===== config.mk =====
export PLATFORM = sky130hd
export DESIGN_NAME = i2c_master_read_byte
export DESIGN_NICKNAME = d
export VERILOG_FILES = /design/src/rtl/i2c_master_read_byte.sv
export SDC_FILE = /design/constraint.sdc
export NUM_CORES = 1
export LEC_CHECK = 0
export ABC_AREA = 0
export BUFFER_PORTS_ARGS = -buffer_cell sky130_fd_sc_hd__buf_4
export CAP_MARGIN = 20
export CORE_AREA = 2 2 59 61
export DETAILED_ROUTE_END_ITERATION = 16
export DIE_AREA = 0 0 61 63
export REMOVE_ABC_BUFFERS = 1
export SYNTH_ARGS = -nofsm -noshare
export SYNTH_HDL_FRONTEND = slang
export SYNTH_SLANG_ARGS = --single-unit

===== constraint.sdc =====
create_clock -name clock -period 2.62 [get_ports clock]
set_clock_uncertainty 0.15 [all_clocks]
set_input_delay 0.524 -clock clock [delete_from_list [all_inputs] [get_ports clock]]
set_output_delay 0.524 -clock clock [all_outputs]
set_load 0.02 [all_outputs]

===== src/rtl/i2c_master_read_byte.sv =====
// I2C byte reader: sequences DATA_WIDTH bit reads through the bit-read stage,
// assembles them MSB-first, then drives ACK/NACK with its own 8-phase SCL.
module i2c_master_read_byte #(
  parameter int DATA_WIDTH = 8
) (
  input  logic                  clock,
  input  logic                  reset_n,
  input  logic                  go,
  input  logic                  ack_n,
  output logic [DATA_WIDTH-1:0] data_out,
  output logic                  finish,
  output logic                  error,
  output logic                  bit_go,
  input  logic                  bit_data,
  input  logic                  bit_finish,
  input  logic                  bit_error,
  input  logic                  bit_scl,
  output logic                  scl,
  output logic                  sda_out,
  output logic                  sda_oe
);
  localparam int CW = $clog2(DATA_WIDTH);

  typedef enum logic [2:0] {IDLE, READ, GAP, ACK, DONE} state_t;

  state_t                state, state_n;
  logic [DATA_WIDTH-1:0] shreg, shreg_n, dout_n;
  logic [CW-1:0]         cnt, cnt_n;
  logic [2:0]            phase, phase_n;
  logic                  ack_q, ack_q_n, err_n;

  always_ff @(posedge clock or negedge reset_n) begin
    if (!reset_n) begin
      state    <= IDLE;
      shreg    <= '0;
      cnt      <= '0;
      phase    <= '0;
      ack_q    <= 1'b1;
      error    <= 1'b0;
      data_out <= '0;
    end else begin
      state    <= state_n;
      shreg    <= shreg_n;
      cnt      <= cnt_n;
      phase    <= phase_n;
      ack_q    <= ack_q_n;
      error    <= err_n;
      data_out <= dout_n;
    end
  end

  always_comb begin
    state_n = state;
    shreg_n = shreg;
    cnt_n   = cnt;
    phase_n = phase;
    ack_q_n = ack_q;
    err_n   = error;
    dout_n  = data_out;
    case (state)
      IDLE: if (go) begin
        ack_q_n = ack_n;
        shreg_n = '0;
        cnt_n   = '0;
        phase_n = '0;
        err_n   = 1'b0;
        state_n = READ;
      end
      // Abort on dropped go takes priority over a coincident bit_finish.
      READ: if (!go) state_n = IDLE;
      else if (bit_finish) begin
        if (bit_error) begin
          err_n   = 1'b1;
          state_n = DONE;
        end else begin
          shreg_n = {shreg[DATA_WIDTH-2:0], bit_data};
          if (cnt == CW'(DATA_WIDTH-1)) state_n = ACK;
          else begin
            cnt_n   = cnt + CW'(1);
            state_n = GAP;
          end
        end
      end
      GAP: state_n = go ? READ : IDLE;
      ACK: if (!go) state_n = IDLE;
      else if (phase == 3'd7) begin
        phase_n = '0;
        dout_n  = shreg;
        state_n = DONE;
      end else phase_n = phase + 3'd1;
      DONE: state_n = IDLE;
      default: state_n = IDLE;
    endcase
  end

  // Outputs decode registered state; only READ/GAP pass bit_scl through.
  assign bit_go  = (state == READ);
  assign finish  = (state == DONE);
  assign sda_oe  = (state == ACK);
  assign sda_out = (state == ACK) ? ack_q : 1'b1;
  assign scl     = (state == READ || state == GAP) ? bit_scl :
                   (state == ACK) ? phase[2] : 1'b1;
endmodule


==> impl_metrics.toml, run 1 <==
[clocking]
clk_pin_slew_ns = 0.15
numCtsBuffers = 3
cts_tree = "done"
numClockSinks = 27
cts_root_buf = "clkbuf_4"
clk_latency_ns = 0.32
htreeDepth = 1
clock_tree.buffer_depth = 2

[synth]
ys_seq_area_share_pct = 54.6
ys.warnings.count = 0
ys_seq_elements = 27
synth_cell_types = 30
synth_top_area_share_pct = 52.5
syn_area_um2 = 1240
synthArstFlopShare_pct = 100
synth_area_leaders = "dfrtp_1 52%, mux2_2 9.1%, a22o_1 5.7%, ha_1 4.0%, nor2b_1 2.5%"
syn_inst = 101
ys.flop_type = "dfrtp_1"
synth_edf_count = 0
synthTopCellsByCount = "26 x dfrtp_1, 10 x mux2_2, 8 x a22o_1"
avgSynthCellArea_um2 = 12.3
synth_area_leader_cell = "dfrtp_1"
yosysMostFrequentCell = "dfrtp_1"

[drt]
drt-total-wl_um = 2260
wl_met1_um = 1060
ant_nets = 0
via_per_inst = 5.01
met2RoutedLength_um = 1090
wl_per_cell_um = 13.4
drc = 0
first_pass_iters = 3
top_layer = "met4"
drt_iter0_markers = 28
dr_total_vias = 846
dr_wl_met3_um = 71

[setup_path]
path_depth = 4
cp_num_buf_inv = 1
worstPathRequired_ns = 1.95
setup.worst_path.start_class = "flip-flop"
cp-end-kind = "primary output"
r2r_cells = 5
slowest_stage = "dfrtp_1"
path_class = "reg2out"
crit_arrival_ns = 1.72
path_max_fanout = 14
critPathTopFamily = "flip-flops"
crit_chain = "mux2_2 > o22ai_1 > nand2b_1 > buf_4"
max_stage_delay_ns = 0.66

[cells_and_area]
drive_gt1_share_pct = 31.7
areaGrowthSynthToFinish_pct = 18.6
nNetsFinal = 136
antenna_cells = 0

[die]
num_rows = 21
die_y_um = 63
die_x_um = 61
die-area_um2 = 3840
core_area_um2 = 3230
io_pins = 22
initial_core_util_pct = 38.4

[sta]
hold_viol_final = 0
max_slew_margin_pct = 60.2
worst_slew_pin_slew_ns = 0.594
fmax_mhz = 419
finalCritPeriodShare_pct = 91.2
fin_setup_tns_ns = 0
rsz0062_at_grt = "false"
finalSetupViolCount = 0
min_period_ns = 2.39
drv_slew = 0

[place]
numPortBuffers = 21
dp_hpwl_um = 1650
gp_congestion = 0.812

[power_and_ir_drop]
p_leak_uw = 0.000734
p_total_uw = 706
ir_drop_mv = 0.227
power_density_nw_per_um2 = 480

[global_routing]
grt_usage_pct = 13.1
grt_pass1_wl_um = 3760
grt_max_degree = 28
first_global_vias = 840
grt_remaining_overflow = 0
antenna_found_initial = 0

[hold_path]
hp-class = "in2reg"
min_path_cells = 2

[status]
status = "complete, no violations"

[job]
cap_violations = 0
placed cells by master, fill, tap and decap left out, drive strengths merged, types with 3 or more instances in the layout:
cell     Yosys  layout
nor2b        5       5
nand2        7       7
a22o         8       8
mux2i        3       3
o2bb2ai      3       3
dfrtp       26      26
ha           4       4
clkbuf       1       3
nor2         4       4
a31oi        3       3
nand2b       3       3
buf          3      21
inv          4       4
mux2        10      10
worst paths after layout:
check	slack, ns	from	to
setup / recovery	0.23	state[0]	scl
min in group asynchronous	0.47	reset_n	cnt[2]
hold reg to reg	0.35	cnt[0]	cnt[0]
hold / removal	0.26	bit_data	shreg[0]
max in group asynchronous	1.55	reset_n	ack_q
setup reg to reg	0.63	phase[0]	data_out[0]
power breakdown:
part / total, µW / leakage, µW / internal (µW) / switching, µW
Sequential: 443 / 0.000370 / 430 / 12.8
Clock: 187 / 0.0000139 / 58.4 / 128
Combinational: 76.8 / 0.000350 / 34.4 / 42.4
Total: 706 / 0.000734 / 523 / 183
metrics by stage:
stage	cells	instance area, µm²	worst slack (ns)	hold WS (ns)	util (%)
floorplan	97	1210	0.757	0.0784	-
global placement	164	1430	0.657	0.300	44.3
detailed placement	164	1430	0.608	0.307	44.3
CTS	169	1470	0.203	0.247	45.5
global route	169	1470	0.129	0.245	45.5
finish	169	1470	0.231	0.262	45.5
flip-flops by register name, summed over array words and instances (netlist names):
register,count
cnt,3
phase,3
error,1
shreg,8
data_out,8
ack_q,1
state,3
layer usage:
metal / vias up / track usage (%)
met3: 4 / 2.07
li1: 411 / -
met2: 14 / 19.2
met5: - / 0
met4: 0 / 6.52
met1: 417 / 18.3
final cells by class:
| type | instances | area [µm²] |
|---|---|---|
| multi-input combinational | 66 | 523 |
| tap | 46 | 57.6 |
| clock buffer | 3 | 22.5 |
| sequential | 27 | 677 |
| timing repair buffer | 22 | 168 |
| inverter | 4 | 15.0 |
| clock inverter | 1 | 7.51 |
| fill | 321 | 1760 |
repair_timing:
action	in CTS	in global routing
hold buffers	1	0
buffers inserted	0	0
hold endpoints to repair	26	0
gates resized for setup	0	0
cell families (layout without fill, tap and decap cells):
group                    after synthesis  count (layout)  synth area share, %
AND/OR/NAND/NOR                       28              28                 13.6
adder cells (fa/ha/maj)                4               4                 4.04
buffers and inverters                  8              30                 3.23
AO/OA/AOI/OAI                         21              21                 13.0
flip-flops                            27              27                 54.6
multiplexers                          13              13                 11.5
Note: power is estimated with default switching activity, not from simulation.
==> run 2: changes to the inputs <==
--- a/config.mk
+++ b/config.mk
@@ -5,12 +5,12 @@
 export SDC_FILE = /design/constraint.sdc
 export NUM_CORES = 1
 export LEC_CHECK = 0
-export ABC_AREA = 0
+export ABC_AREA = 1
 export BUFFER_PORTS_ARGS = -buffer_cell sky130_fd_sc_hd__buf_4
 export CAP_MARGIN = 20
-export CORE_AREA = 2 2 59 61
+export CORE_AREA = 2 2 62 64
 export DETAILED_ROUTE_END_ITERATION = 16
-export DIE_AREA = 0 0 61 63
+export DIE_AREA = 0 0 64 66
 export REMOVE_ABC_BUFFERS = 1
 export SYNTH_ARGS = -nofsm -noshare
 export SYNTH_HDL_FRONTEND = slang
==> impl_metrics.toml, run 2 <==
[global_routing]
grt_pass1_wl_um = 4440
antenna_found_initial = 0
grt_remaining_overflow = 0
first_global_vias = 997
grt_max_degree = 28
grt_usage_pct = 13.3

[clocking]
cts_resized = 0
cts_tree = "done"
clock_tree.buffer_depth = 2
clk_latency_ns = 0.32
htreeDepth = 1
numCtsBuffers = 3
cts_root_buf = "clkbuf_4"
numClockSinks = 27
clk_pin_slew_ns = 0.15

[synth]
synth_cell_types = 23
ys.flop_type = "dfrtp_1"
synthTopCellsByCount = "50 x nand2_1, 26 x dfrtp_1, 20 x nand3_1"
synthArstFlopShare_pct = 100
yosysMostFrequentCell = "nand2_1"
ys.warnings.count = 0
syn_inst = 160
synth_area_leader_cell = "dfrtp_1"
ys_seq_area_share_pct = 49.8
avgSynthCellArea_um2 = 8.50
synth_area_leaders = "dfrtp_1 48%, nand2_1 14%, nand3_1 7.4%, o21ai_2 5.2%, inv_1 4.7%"
synth_edf_count = 0
synth_top_area_share_pct = 47.8
ys_seq_elements = 27
syn_area_um2 = 1360

[setup_path]
path_max_fanout = 8
max_stage_delay_ns = 0.48
path_class = "reg2out"
rr_endpoint = "shreg[7]"
crit_chain = "nand2_2 > nor2_4 > inv_1 > or2_1 > buf_4"
crit_arrival_ns = 1.52
reg2reg_slack_ns = 0.96
worstPathRequired_ns = 1.95
critPathTopFamily = "simple AND/OR/NAND/NOR gates"
cp_num_buf_inv = 2
cp-startpoint = "state[0]"
cp-end-kind = "primary output"
setup.worst_path.start_class = "flip-flop"
slowest_stage = "dfrtp_1"
r2r_cells = 7
worstReg2RegStart = "state[1]"

[sta]
rsz0062_at_grt = "false"
finalSetupViolCount = 0
finalCritPeriodShare_pct = 83.9
max_slew_margin_pct = 74.7
worst_slew_pin_slew_ns = 0.379
hold_viol_final = 0
drv_slew = 0
fmax_mhz = 455
fin_setup_tns_ns = 0
min_period_ns = 2.20

[hold_path]
whs_endpoint = "shreg[0]"
hp-class = "in2reg"
worstHoldStart = "bit_data"
min_path_cells = 3

[drt]
drc = 0
ant_nets = 0
drt-total-wl_um = 2520
via_per_inst = 4.71
first_pass_iters = 4
dr_total_vias = 1088
wl_per_cell_um = 10.9
drt_iter0_markers = 30

[cells_and_area]
areaGrowthSynthToFinish_pct = 16.7
nNetsFinal = 196
drive_gt1_share_pct = 24.6
layout_common_cells = "50 x nand2_1, 26 x dfrtp_1, 21 x buf_4"
top_regs = "data_out (8), shreg (8)"
layout_commonest_cell = "nand2_1"
antenna_cells = 0

[place]
numPortBuffers = 21
gp_congestion = 0.834
dp_hpwl_um = 1830

[die]
die_y_um = 66
die-area_um2 = 4220
io_pins = 22
core_area_um2 = 3550
die_x_um = 64
num_rows = 22
initial_core_util_pct = 38.3

[power_and_ir_drop]
p_leak_uw = 0.000830
p_total_uw = 1110
power_density_nw_per_um2 = 697
ir_drop_mv = 0.312

[job]
cap_violations = 0

[status]
status = "complete, no violations"
run 2: changes by cell type after synthesis, moves of 3 or more:
| cell | previous run | this run |
|---|---|---|
| a22o_1 | 8 | 0 |
| nor2_1 | 4 | 9 |
| o21ai_2 | 0 | 8 |
| nand3_1 | 0 | 20 |
| inv_1 | 4 | 17 |
| a31oi_1 | 3 | 0 |
| o2bb2ai_1 | 3 | 0 |
| mux2i_1 | 3 | 0 |
| mux2_2 | 10 | 0 |
| inv_2 | 0 | 3 |
| nor2b_1 | 5 | 0 |
| nand2_1 | 7 | 50 |
run 2: area by class of cell:
class,count,area (µm²)
Fill cell,369,1960
Sequential cell,27,677
Multi-Input combinational cell,110,581
Timing Repair Buffer,22,168
Inverter,20,75.1
Tap cell,48,60.1
Clock buffer,3,22.5
Clock inverter,1,5.00
run 2: tightest hold or removal path, stage by stage:
cell     delay (ns)
buf_4          0.08
nand3_1        0.06
nand2_1        0.06
run 2: how the worst max path moves through the flow:
| stage | to | slack [ns] | cells after the start |
|---|---|---|---|
| floorplan | sda_out | 0.84 | 4 |
| global placement | sda_out | 0.83 | 5 |
| detailed placement | sda_out | 0.80 | 5 |
| CTS | sda_out | 0.42 | 5 |
| global route | sda_out | 0.31 | 5 |
| finish | sda_out | 0.42 | 5 |
run 2: cell families (layout without fill, tap and decap cells):
logic type | count (synthesis) | after routing | synth area share (%)
simple gates | 93 | 93 | 32.0
buf+inv | 23 | 46 | 7.54
fa+ha+maj | 4 | 4 | 3.68
flops | 27 | 27 | 49.8
compound gates | 13 | 13 | 6.99
run 2: what timing repair did:
action / 4_1_cts / 5_1_grt
setup buffers: 0 / 0
hold buffers: 1 / 0
hold endpoints to repair: 26 / 0
run 2: stage by stage:
step	area (µm²)	hold slack (ns)	setup slack, ns	std cells	util, %
after floorplan	1330	0.0784	0.841	157	-
after global placement	1550	0.306	0.829	226	43.7
after detailed placement	1550	0.311	0.804	226	43.7
after CTS	1590	0.260	0.420	231	44.7
after global routing	1590	0.247	0.313	231	44.7
final	1590	0.271	0.423	231	44.7
run 2: power by group:
part / internal, µW / total, µW / switching, µW
clock: 57.1 / 179 / 122
sequential: 477 / 528 / 51.3
combinational: 133 / 399 / 266
run 2: per-layer routing:
metal | vias to the layer above | routed length [µm] | GRT usage (%)
li1 | 556 | - | -
met1 | 514 | 1220 | 17.5
met2 | 16 | 1190 | 21.6
met3 | 2 | 92 | 2.56
met4 | 0 | 14 | 4.89
met5 | - | 0 | 0
==> run 3: changes to the inputs <==
--- a/config.mk
+++ b/config.mk
@@ -5,12 +5,12 @@
 export SDC_FILE = /design/constraint.sdc
 export NUM_CORES = 1
 export LEC_CHECK = 0
-export ABC_AREA = 1
+export ABC_AREA = 0
 export BUFFER_PORTS_ARGS = -buffer_cell sky130_fd_sc_hd__buf_4
 export CAP_MARGIN = 20
-export CORE_AREA = 2 2 62 64
+export CORE_AREA = 2 2 59 61
 export DETAILED_ROUTE_END_ITERATION = 16
-export DIE_AREA = 0 0 64 66
+export DIE_AREA = 0 0 61 63
 export REMOVE_ABC_BUFFERS = 1
 export SYNTH_ARGS = -nofsm -noshare
 export SYNTH_HDL_FRONTEND = slang
==> constraint.sdc (replaced) <==
create_clock -name clock -period 2.1 [get_ports clock]
set_clock_uncertainty 0.15 [all_clocks]
set_input_delay 0.42 -clock clock [delete_from_list [all_inputs] [get_ports clock]]
set_output_delay 0.42 -clock clock [all_outputs]
set_load 0.02 [all_outputs]
==> impl_metrics.toml, run 3 (synthesis gave the netlist of run 1 again) <==
[drt]
dr_wl_met3_um = 99
first_pass_iters = 4
met2RoutedLength_um = 1050
wl_met1_um = 1100
drc = 0
drt_iter0_markers = 29
ant_nets = 0
top_layer = "met4"
drt-total-wl_um = 2280
wl_per_cell_um = 13.0
via_per_inst = 4.90
dr_total_vias = 858

[die]
core_area_um2 = 3230
initial_core_util_pct = 38.4
io_pins = 22
die_y_um = 63
die-area_um2 = 3840
num_rows = 21
die_x_um = 61

[global_routing]
antenna_found_initial = 0
grt_usage_pct = 13.3
grt_max_degree = 28
grt_pass1_wl_um = 3800
first_global_vias = 804
grt_remaining_overflow = 0

[setup_path]
reg2reg_slack_ns = 0.17
max_stage_delay_ns = 0.44
worstPathRequired_ns = 1.53
path_common_cell = "buf_4"
slowest_stage = "dfrtp_2"
setup.worst_path.start_class = "flip-flop"
path_class = "reg2out"
path_max_fanout = 7
crit_arrival_ns = 1.42
crit_chain = "buf_4 > buf_4 > nor3b_1 > buf_4"
cp-end-kind = "primary output"

[sta]
worst_slew_pin_slew_ns = 0.357
fmax_mhz = 502
min_period_ns = 1.99
drv_slew = 0
max_slew_margin_pct = 76.2
hold_viol_final = 0
fin_setup_tns_ns = 0
fin_worst_hold_slack_ns = 0.153
timing.final.ws_setup_ns = 0.109
finalCritPeriodShare_pct = 94.8
finalSetupViolCount = 0
rsz0062_at_grt = "false"

[place]
numPortBuffers = 21
gp_congestion = 0.785
post-place-ws_ns = 0.167
dp_hpwl_um = 1610
placed_cells = 166

[cells_and_area]
top_regs = "data_out (8), shreg (8)"
nNetsFinal = 142
layout_commonest_cell = "buf_4"
regArea_um2 = 679
drive_gt1_share_pct = 37.2
multi_input_area_um2 = 529
fillers = 306
antenna_cells = 0
areaGrowthSynthToFinish_pct = 22.9
layout_common_cells = "27 x buf_4, 24 x dfrtp_1, 10 x mux2_2"
fin_cells = 175

[power_and_ir_drop]
p_leak_uw = 0.000764
ir_drop_mv = 0.362
power_density_nw_per_um2 = 588

[clocking]
clk_latency_ns = 0.33
htreeDepth = 1
cts_tree = "done"
numCtsBuffers = 3
clock_tree.buffer_depth = 2
cts_root_buf = "clkbuf_4"
numClockSinks = 27
clk_pin_slew_ns = 0.15

[hold_path]
hp-class = "in2reg"

[job]
cap_violations = 0

[status]
status = "complete, no violations"
[run 3: changes by cell type in the layout (fill, tap and decap cells not counted), moves of 6 or more]
cell     change
nand2_1     -43
nand3_1     -20
inv_1       -13
mux2_2      +10
a22o_1       +8
o21ai_2      -8
buf_4        +6
[run 3: final cells by class]
| cell class | instances | share of cell area (%) |
|---|---|---|
| Inverter | 4 | 0.985 |
| Clock inverter | 1 | 0.493 |
| Timing Repair Buffer | 28 | 14.0 |
| Tap cell | 46 | 3.78 |
| Sequential cell | 27 | 44.6 |
| Clock buffer | 3 | 1.48 |
| Multi-Input combinational cell | 66 | 34.7 |
[run 3: power by group]
group	total (µW)	switching [µW]	internal, µW
registers	548	11.0	537
logic	112	60.6	51.8
clock network	236	163	72.9
total	897	235	662
[run 3: routing by layer]
metal / global-route usage [%] / vias up
li1: - / 424
met1: 19.7 / 412
met2: 18.7 / 18
met3: 2.48 / 4
met4: 5.71 / 0
met5: 0 / -
[run 3: critical path, delay by kind of cell (launching register included)]
family                 cells  cell delay, ns
buffers and inverters      3            0.47
flip-flops                 1            0.44
AND/OR/NAND/NOR            1            0.18
[run 3: what timing repair did]
item / CTS / global route
endpoints found under the hold margin: 26 / 0
endpoints found under the setup margin: 2 / 2
hold buffers: 1 / 0
setup buffers: 2 / 2
cloned: 0 / 0
resized for setup: 1 / 2
[run 3: path summary, 6_finish.rpt]
| path | to | from | depth (start not counted) |
|---|---|---|---|
| max | finish | state[0] | 4 |
| min | shreg[0] | bit_data | 2 |
| max reg2reg | data_out[3] | phase[0] | 5 |
| min reg2reg | cnt[0] | cnt[0] | 1 |
| max in group asynchronous | ack_q | reset_n | 2 |
| min in group asynchronous | cnt[2] | reset_n | 2 |
[run 3: through the flow]
| stage | instance area (µm²) | power, µW | utilization, % |
|---|---|---|---|
| after floorplan | 1210 | 612 | - |
| after global placement | 1450 | 659 | 44.7 |
| after detailed placement | 1450 | 661 | 44.7 |
| after CTS | 1500 | 904 | 46.5 |
| after global routing | 1520 | 948 | 47.2 |
| final | 1520 | 897 | 47.2 |
